File: src/rtl/lux_pkg.sv
// Shared types and default constants for the lux sampling/averaging block.
package lux_pkg;

    localparam int LUX_DATA_W        = 8;
    localparam int LUX_LOG2_SAMPLES  = 3;
    localparam int LUX_SAMPLE_PERIOD = 50000;

    typedef enum logic [1:0] {
        IDLE,
        WAIT,
        REQ,
        DONE
    } lux_state_t;

    // A period of 1 still needs a 1-bit counter to hold the value 0.
    function automatic int timer_width(input int period);
        return (period > 1) ? $clog2(period) : 1;
    endfunction

endpackage

File: src/rtl/lux_filter_sample_timer.sv
// Loadable down-counter that paces sensor requests; zero flags expiry.
module sample_timer #(
    parameter int WIDTH = 16
) (
    input  logic             clk,
    input  logic             rst,
    input  logic             load,
    input  logic [WIDTH-1:0] load_value,
    input  logic             en,
    output logic             zero
);

    logic [WIDTH-1:0] count;

    // Load wins over decrement; the counter parks at zero instead of wrapping.
    always_ff @(posedge clk) begin
        if (rst) begin
            count <= '0;
        end else if (load) begin
            count <= load_value;
        end else if (en && (count != '0)) begin
            count <= count - 1'b1;
        end
    end

    assign zero = (count == '0);

endmodule

File: src/rtl/lux_filter.sv
// Periodic sensor sampler producing a truncated mean over 2^LOG2_SAMPLES readings.
// Optional output freeze via the hold port when LUX_FILTER_HOLD_EN is defined.
module lux_filter
    import lux_pkg::*;
#(
    parameter int DATA_W        = LUX_DATA_W,
    parameter int LOG2_SAMPLES  = LUX_LOG2_SAMPLES,
    parameter int SAMPLE_PERIOD = LUX_SAMPLE_PERIOD
) (
    input  logic              clk,
    input  logic              rst,
    input  logic              enable,
    output logic              sns_valid,
    input  logic              sns_ready,
    input  logic [DATA_W-1:0] sns_data,
    output logic [DATA_W-1:0] lux_avg,
    output logic              lux_avg_valid,
    output logic              overrange
`ifdef LUX_FILTER_HOLD_EN
    ,
    input  logic              hold
`endif
);

    localparam int ACC_W   = DATA_W + LOG2_SAMPLES;
    localparam int CNT_W   = LOG2_SAMPLES + 1;
    localparam int TIMER_W = timer_width(SAMPLE_PERIOD);

    localparam logic [CNT_W-1:0]   LAST_CNT = CNT_W'((1 << LOG2_SAMPLES) - 1);
    localparam logic [TIMER_W-1:0] RELOAD   = TIMER_W'(SAMPLE_PERIOD - 1);
    localparam logic [DATA_W-1:0]  ALL_ONES = '1;

    lux_state_t        state;
    lux_state_t        next_state;
    logic              timer_load;
    logic              timer_en;
    logic              timer_zero;
    logic [ACC_W-1:0]  acc;
    logic [ACC_W-1:0]  sum;
    logic [CNT_W-1:0]  cnt;
    logic              sticky;
    logic              sample_full;
    logic              accept;
    logic              last_sample;
    logic              hold_active;

`ifdef LUX_FILTER_HOLD_EN
    assign hold_active = hold;
`else
    assign hold_active = 1'b0;
`endif

    sample_timer #(
        .WIDTH(TIMER_W)
    ) u_timer (
        .clk       (clk),
        .rst       (rst),
        .load      (timer_load),
        .load_value(RELOAD),
        .en        (timer_en),
        .zero      (timer_zero)
    );

    // A reading returned after enable drops is not accepted into the window.
    assign accept      = (state == REQ) && sns_ready && enable;
    assign last_sample = accept && (cnt == LAST_CNT);
    assign sum         = acc + ACC_W'(sns_data);
    assign sample_full = (sns_data == ALL_ONES);

    always_ff @(posedge clk) begin
        if (rst) begin
            state <= IDLE;
        end else begin
            state <= next_state;
        end
    end

    always_comb begin
        next_state = state;
        timer_load = 1'b0;
        timer_en   = 1'b0;
        sns_valid  = 1'b0;
        case (state)
            IDLE: begin
                if (enable) begin
                    timer_load = 1'b1;
                    next_state = WAIT;
                end
            end
            WAIT: begin
                if (!enable) begin
                    next_state = IDLE;
                end else begin
                    timer_en = 1'b1;
                    if (timer_zero) begin
                        next_state = REQ;
                    end
                end
            end
            REQ: begin
                // An SPI transfer in flight is always allowed to finish.
                sns_valid = 1'b1;
                if (sns_ready) begin
                    if (!enable) begin
                        next_state = IDLE;
                    end else if (cnt == LAST_CNT) begin
                        next_state = DONE;
                    end else begin
                        timer_load = 1'b1;
                        next_state = WAIT;
                    end
                end
            end
            DONE: begin
                if (!enable) begin
                    next_state = IDLE;
                end else begin
                    timer_load = 1'b1;
                    next_state = WAIT;
                end
            end
            default: next_state = IDLE;
        endcase
    end

    // Outputs are captured on the final reading so they are already visible
    // during the DONE cycle, together with the one-cycle valid pulse.
    always_ff @(posedge clk) begin
        if (rst) begin
            acc           <= '0;
            cnt           <= '0;
            sticky        <= 1'b0;
            lux_avg       <= '0;
            overrange     <= 1'b0;
            lux_avg_valid <= 1'b0;
        end else begin
            lux_avg_valid <= 1'b0;
            if ((state == IDLE) || (state == DONE)) begin
                acc    <= '0;
                cnt    <= '0;
                sticky <= 1'b0;
            end else if (accept) begin
                acc    <= sum;
                cnt    <= cnt + 1'b1;
                sticky <= sticky | sample_full;
                if (last_sample && !hold_active) begin
                    lux_avg       <= sum[ACC_W-1:LOG2_SAMPLES];
                    overrange     <= sticky | sample_full;
                    lux_avg_valid <= 1'b1;
                end
            end
        end
    end

endmodule

File: config.mk
export PLATFORM = sky130hd
export DESIGN_NAME = lux_filter
export DESIGN_NICKNAME = d
export VERILOG_FILES = /design/src/rtl/lux_pkg.sv /design/src/rtl/lux_filter_sample_timer.sv /design/src/rtl/lux_filter.sv
export SDC_FILE = /design/constraint.sdc
export NUM_CORES = 1
export LEC_CHECK = 0
export BUFFER_PORTS_ARGS = -buffer_cell sky130_fd_sc_hd__buf_2
export CORE_MARGIN = 2
export CORE_UTILIZATION = 49
export DETAILED_ROUTE_END_ITERATION = 8
export GPL_TIMING_DRIVEN = 0
export PLACE_DENSITY_LB_ADDON = 0.2
export SLEW_MARGIN = 40
export SYNTH_ARGS = -nofsm -noshare
export SYNTH_HDL_FRONTEND = slang
export SYNTH_SLANG_ARGS = --single-unit
export TNS_END_PERCENT = 50
File: constraint.sdc
create_clock -name clk -period 4.15 [get_ports clk]
set_clock_uncertainty 0.15 [all_clocks]
set_input_delay 0.6225 -clock clk [delete_from_list [all_inputs] [get_ports clk]]
set_output_delay 0.6225 -clock clk [all_outputs]
set_load 0.02 [all_outputs]
After elaboration in Yosys (flattened, before gate mapping)
Cells that the tools add are included.

$add $sub $neg: 3. Multipliers: 0. Div/mod/pow operators: 0. Magnitude comparators: 0. Equal/unequal tests: 8. Shift-type cells: 0. Multiplexer cells: 18. Bitwise operators: 3. Reductions and logical operators: 15.

Operators by type and width (count): two-way mux 16 bit (2); logical NOT 16 bit (1); nonzero test 16 bit (1); subtractor 16 x 1 -> 16 bit, second input constant (1); two-way mux 2 bit (6); adder 11 x 8 -> 11 bit (1); equality test 8 bit, second input constant (1); two-way mux 1 bit (8); case mux 2 bit (4 select lines) (1); AND reduction 3 bit (2); OR reduction 2 bit (3); adder 4 x 1 -> 4 bit, second input constant (1); equality test 2 bit, second input constant (2); equality test 4 x 3 -> 1 bit, second input constant (1); logical AND 1 bit (4); inequality test 2 bit, second input constant (2); inequality test 3 bit, second input constant (1); OR reduction 3 bit (1); equality test 2 x 1 -> 1 bit, second input constant (1); logical NOT 2 bit (1); NOT 1 bit (2); case mux 1 bit (2 select lines) (1); nonzero test 2 bit (1); logical OR 1 bit (1); OR 1 bit (1).

Flip-flop bits (word level): 44. Bits in latches: 0. Bits in writable memories: 0. Bits in read-only memories: 0. Bits of input ports: 12. Output and inout bits: 11. Word-level logic and storage cells: 56. Memories kept: 0.

Depth between registers and ports, before layout
Gate-level depths: netlist (run 1).

Depth after elaboration: 6. Gate-level depth with buffers: 8. Depth with buffers taken out: 7.

Hierarchy
Synthesis (run 1) repeated with hierarchy kept, for this count alone.

Cell total of the unflattened synthesis: 306. Area, all modules: 2543.7 sq um.

By module, submodules not included: lux_filter (instances 1, cells an instance 192, area each 1599.0 sq um, seq. area each 560.5 sq um); sample_timer (instances 1, cells an instance 114, area each 944.7 sq um, seq. area each 320.3 sq um).

Worst setup path before layout (run 1)
OpenSTA, ideal clock, no wires.

Path kind: input to register. From: input sns_data[0]. To: register lux_avg[5]. Library setup time: 120 ps. Arrival: 2192 ps. Data required time: 3880 ps. Slack: 1689 ps. Cell stages on the path: 7. Buffers on the path: 0. Cell sequence: ha_1 -> fa_1 -> a211oi_1 -> o21bai_1 -> a21boi_1 -> nor4_1 -> a211o_1.

Longest elaborated chain between the ends: 1.

RTL lines: start, declared (RTL line lux_filter.sv:15) `input logic [DATA_W-1:0] sns_data,`; adder 11 x 8 -> 11 bit (RTL line lux_filter.sv:67) `assign sum = acc + ACC_W'(sns_data);`; end signal, assigned (RTL line lux_filter.sv:147) `lux_avg <= sum[ACC_W-1:LOG2_SAMPLES];`; end, declared (RTL line lux_filter.sv:16) `output logic [DATA_W-1:0] lux_avg,`.

No other way between the ends. A chain may end at the register's enable or synchronous reset.

Final worst setup path (run 1)
From: input sns_data[0]. To: register lux_avg[7].

The elaborated chain is that of the path after synthesis.

==> results.txt, run 1 <==
area leader, netlist -> dfxtp_1
critical path data arrival time -> 2.63 ns
vias in the first global route -> 1869
cell family with most CP delay -> compound AO/OA/AOI/OAI gates
P_leak -> 1.03 nW
met1 wire length -> 2440 um
gr ovfl total -> 0
Setup crit start -> sns_data[0]
Post-synth ARST share -> 0
H-tree level count -> 2
Starting DRT DRC Count -> 65
first-pass GRT wire length -> 8430 um
final hold violations -> 0
fmax -> 0.389 GHz
unrepaired setup endpoints after global routing -> no
RD Place Congestion -> 0.825
Syn-to-layout area delta -> 11.5%
setup_tns -> 0 ns
Die X -> 73.6 um
Post-Route WL -> 4870 um
fill cell count -> 461
top-count cell post-synth -> dfxtp_1
Top FF cell, synth -> dfxtp_1
wire per inst -> 13.5 um
CTS Buffer Depth -> 2
die area -> 5410 um^2
post-CTS setup buffers -> 0
layout cells sized above 1 -> 0.117
Net Count, Synth -> 305
Root Driver -> clkbuf_8
Yosys cell types -> 48
max-cap violations -> 0
crit path launch type -> primary input
worst slack, placed -> 1.30 ns
chip height -> 73.6 um
WL met2 -> 2120 um
# DRC -> 0
TritonCTS clock tree -> done
CTS Hold Bufs -> 0
pin slew with the least headroom to its limit -> 0.514 ns
Slew HR -> 0.657
Num CTS Buffers -> 5
CP peak stage delay -> 0.46 ns
register area share after synthesis -> 0.372
R2R Path Start -> acc[0]
via count -> 2063
Netlist Area Pre-Place -> 2370 um^2
vias per cell -> 5.70
CP Buf/Inv Count -> 1
# IOs -> 23
post_cts resized -> 0
Worst setup EP type -> flip-flop
max layer used -> met4
Cell Chain, Critical Path -> buf_2, ha_1, fa_1, a211oi_1, o21bai_1, a21boi_1, o21ai_0, a311oi_1
row cnt -> 25
synth cell count leaders -> 44 x dfxtp_1, 27 x a21oi_1, 26 x nand2_1, 23 x nor2_1
run status -> finished clean
final worst slack -> 1.58 ns
slowest CP cell -> a21boi_1
DR WL met3 -> 258 um
crit-path max FO -> 8
post-synth top area share -> 0.372
hpwl dp -> 3710 um
initial antenna violation count -> 0
Pwr per Cell Area -> 360 nW/um^2
Post-Syn Instances -> 278
setup violators final -> 0
Final #Nets -> 334
Avg Inst Size Synth -> 8.53 um^2
Sink Count -> 44
Max VDD drop -> 0.220 mV
Final period util -> 0.619
# port buffers -> 22
Hold Path Class -> reg2reg
Slew Viols, Final -> 0
Pre-antenna DRT Iters -> 4
total track usage -> 0.200
number of inserted diodes -> 0
largest cells by area after synthesis -> dfxtp_1 37%, ha_1 7.4%, a21oi_1 5.7%
EDFF count, synth -> 0
Starting Density -> 0.505
min-delay src -> lux_avg[1]
Synth Warn # -> 0
Routed Antenna Nets -> 0
Reg clk slew, reported paths -> 0.08 ns
pin count of the biggest net entering global routing -> 14
CP Class -> in2reg
Worst EP required -> 4.21 ns
Hold WS -> 0.304 ns
fin crit period -> 2.57 ns
worst-skew pair later-pin latency -> 0.30 ns
Seq cells post-synth -> 44
core area -> 4690 um^2
state kept, by name (all words and copies together) (netlist names):
register,cells
acc,11
cnt,4
lux_avg,8
lux_avg_valid,1
overrange,1
state,2
sticky,1
u_timer.count,16
area by class of cell:
cell class	count	area, um^2	share of cell area
buffer	10	38.8	0.0147
clock buffer	7	86.3	0.0327
clock inverter	1	7.51	0.00284
inverter	7	26.3	0.00994
multi-input combinational	217	1430	0.539
sequential	44	881	0.333
tap	54	67.6	0.0256
timing repair buffer	22	110	0.0417
metal layers:
layer / up-vias / global-route usage
li1: 1070 / -
met1: 949 / 0.282
met2: 40 / 0.302
met3: 4 / 0.0412
met4: 0 / 0.0687
met5: - / 0
per-stage QoR:
step / util / total power, mW / cells / instance area (um^2)
finish: 0.563 / 0.951 / 362 / 2640
global route: 0.563 / 1.01 / 362 / 2640
CTS: 0.563 / 0.958 / 362 / 2640
detailed placement: 0.543 / 0.681 / 354 / 2550
global placement: 0.543 / 0.677 / 354 / 2550
floorplan: - / 0.634 / 278 / 2370
path summary, 6_finish.rpt:
path,to,slack (ns),cells after the start
max,lux_avg[7],1.58,8
min,lux_avg[1],0.30,2
max reg2reg,lux_avg[7],1.72,7
min reg2reg,lux_avg[1],0.30,2
power by group:
group	internal, mW	switching [mW]
registers	0.445	0.0242
clock network	0.135	0.143
logic	0.0791	0.125
worst min-delay path, cell delays in order (launching register included):
cell	delay (ns)
dfxtp_1	0.31
nand2_1	0.05
a21oi_1	0.05
cell usage in the layout (no fill, tap or decap), types with 4 or more instances in the layout:
cell	count
a211oi_1	5
a21oi_1	27
buf_2	23
clkbuf_1	10
clkbuf_8	6
dfxtp_1	44
ha_1	14
inv_1	7
nand2_1	26
nand2b_1	5
nand3_1	14
nand3b_1	4
nand4_1	7
nor2_1	23
nor2b_1	4
nor3_1	7
o211ai_1	4
o21ai_0	8
or3_1	7
xnor2_1	6
xor2_1	12
logic make-up (layout without fill, tap and decap cells):
| group | count (synthesis) | in the layout | share of synthesized area |
|---|---|---|---|
| AOI/OAI and AO/OA | 69 | 69 | 0.186 |
| xor gates and xnor gates | 18 | 18 | 0.0665 |
| adders and majority gates | 15 | 15 | 0.0823 |
| buffers and inverters | 17 | 47 | 0.0274 |
| DFF | 44 | 44 | 0.372 |
| muxes | 3 | 3 | 0.0132 |
| and+or+nand+nor | 112 | 112 | 0.253 |
No activity file was read; power rests on OpenSTA's default activity.
==> inputs of run 2 (changes only) <==
==> constraint.sdc (replaced) <==
create_clock -name clk -period 2.64 [get_ports clk]
set_clock_uncertainty 0.15 [all_clocks]
set_input_delay 0.396 -clock clk [delete_from_list [all_inputs] [get_ports clk]]
set_output_delay 0.396 -clock clk [all_outputs]
set_load 0.02 [all_outputs]
==> run 2 against run 1 <==
- worst hold slack is essentially flat
- critical path depth shrank 1
- flip-flop and latch count is the same
- final area grew 0.14%
- via count shrank 0.44%
- sequential share of layout area is essentially flat
- count of clock-buffer cells in the layout is the same
- die area is the same
- combinational power grew 57%
- final cell count is the same
==> results.txt, run 2 (synthesis gave the netlist of run 1 again) <==
initial antenna violation count -> 0 (unchanged)
Pre-antenna DRT Iters -> 4 (unchanged)
die area -> 5410 um^2 (unchanged)
critical path data arrival time -> 2.35 ns (was 2.63 ns)
P_leak -> 1.03 nW (about the same)
Starting Density -> 0.505 (unchanged)
Worst EP required -> 2.70 ns (was 4.21 ns)
vias per cell -> 5.67 (was 5.70)
TritonCTS clock tree -> done (unchanged)
core area -> 4690 um^2 (unchanged)
Max VDD drop -> 0.345 mV (was 0.220 mV)
Power, Total -> 1.50 mW (was 0.951 mW)
Num CTS Buffers -> 5 (unchanged)
vias in the first global route -> 1869 (unchanged)
Sink Count -> 44 (unchanged)
crit path launch type -> flip-flop (was primary input)
max reg flops -> 16 (unchanged)
Reg clk slew, reported paths -> 0.08 ns (about the same)
final worst slack -> 0.350 ns (was 1.58 ns)
setup violators final -> 0 (unchanged)
first-pass GRT wire length -> 8430 um (unchanged)
Starting DRT DRC Count -> 59 (was 65)
RD Place Congestion -> 0.825 (unchanged)
Root Driver -> clkbuf_8 (unchanged)
chip height -> 73.6 um (unchanged)
H-tree level count -> 2 (unchanged)
setup_tns -> 0 ns (unchanged)
Syn-to-layout area delta -> 11.6% (was 11.5%)
crit-path max FO -> 8 (unchanged)
CP Class -> reg2reg (was in2reg)
hpwl dp -> 3710 um (unchanged)
Slew HR -> 0.668 (was 0.657)
most common cell after layout, fill and taps aside -> dfxtp_1 (unchanged)
pin slew with the least headroom to its limit -> 0.498 ns (was 0.514 ns)
Final #Nets -> 334 (unchanged)
biggest regs -> u_timer.count x16, acc x11, lux_avg x8 (unchanged)
Pwr per Cell Area -> 566 nW/um^2 (was 360 nW/um^2)
number of inserted diodes -> 0 (unchanged)
gr ovfl total -> 0 (unchanged)
Routed Antenna Nets -> 0 (unchanged)
Die X -> 73.6 um (unchanged)
CTS Buffer Depth -> 2 (unchanged)
Top reg by flops -> u_timer.count (unchanged)
Slew Viols, Final -> 0 (unchanged)
run status -> finished clean (unchanged)
post-CTS setup buffers -> 0 (unchanged)
Post-Route WL -> 4860 um (was 4870 um)
layout cells sized above 1 -> 0.120 (was 0.117)
CTS Hold Bufs -> 0 (unchanged)
fin crit period -> 2.29 ns
# port buffers -> 22 (unchanged)
commonest cells after routing, fill and taps aside -> 44 x dfxtp_1, 27 x a21oi_1, 26 x nand2_1 (unchanged)
unrepaired setup endpoints after global routing -> no (unchanged)
worst-skew pair later-pin latency -> 0.30 ns (about the same)
row cnt -> 25 (unchanged)
Hold Path Class -> reg2reg (unchanged)
Final period util -> 0.867
via count -> 2054 (was 2063)
# DRC -> 0 (unchanged)
fmax -> 0.437 GHz
Worst setup EP type -> flip-flop (unchanged)
max-cap violations -> 0 (unchanged)
# IOs -> 23 (unchanged)
pin count of the biggest net entering global routing -> 14 (unchanged)
wire per inst -> 13.4 um (was 13.5 um)
total track usage -> 0.200 (unchanged)
worst slack, placed -> 0.0182 ns (was 1.30 ns)
final hold violations -> 0 (unchanged)
==> run 2: cell types whose count changed in the layout (fill, tap and decap cells not counted) <==
cell,before,now
a21boi_1,1,0
a21boi_2,0,1
==> run 2: layer usage <==
metal / track usage / up-vias / wire [um]
li1: - / 1069 / -
met1: 0.282 / 939 / 2450
met2: 0.302 / 39 / 2080
met3: 0.0412 / 7 / 251
met4: 0.0687 / 0 / 72
met5: 0 / - / 0
==> run 2: metrics by stage <==
step	hold WS (ns)	std cells	util	cell area, um^2
floorplan	0.290	278	-	2370
finish	0.304	362	0.564	2650
global route	0.336	362	0.564	2650
detailed placement	0.297	354	0.543	2550
global placement	0.292	354	0.543	2550
CTS	0.309	362	0.563	2640
==> run 2: final timing paths <==
check,start,endpoint,slack (ns),cells past startpoint
max,acc[0],lux_avg[7],0.35,7
min,lux_avg[1],lux_avg[1],0.30,2
max reg2reg,acc[0],lux_avg[7],0.35,7
min reg2reg,lux_avg[1],lux_avg[1],0.30,2
==> run 2: timing repair <==
item,in CTS,in global routing
endpoints found under the setup margin,0,2
hold endpoints to repair,0,0
gates resized for setup,0,1
==> run 2: power by group <==
part | internal, mW | switching, mW | leakage, nW | total, mW
registers | 0.700 | 0.0381 | 0.357 | 0.738
logic | 0.124 | 0.196 | 0.627 | 0.320
clock network | 0.213 | 0.227 | 0.0445 | 0.439
total | 1.04 | 0.461 | 1.03 | 1.50
==> run 2: final cells by class <==
type | count | area [um^2]
fillers | 461 | 2050
flip-flops and latches | 44 | 881
well taps | 54 | 67.6
plain buffers | 10 | 38.8
clock inverters | 1 | 7.51
repair buffers | 22 | 110
inverters | 7 | 26.3
clock buffers | 7 | 86.3
multi-input cells | 217 | 1430
==> run 2: worst max-delay path, stage by stage (launching register included) <==
cell	delay (ns)
dfxtp_1	0.31
ha_1	0.20
fa_1	0.43
a211oi_1	0.24
o21bai_1	0.16
a21boi_2	0.33
o21ai_0	0.13
a311oi_1	0.25
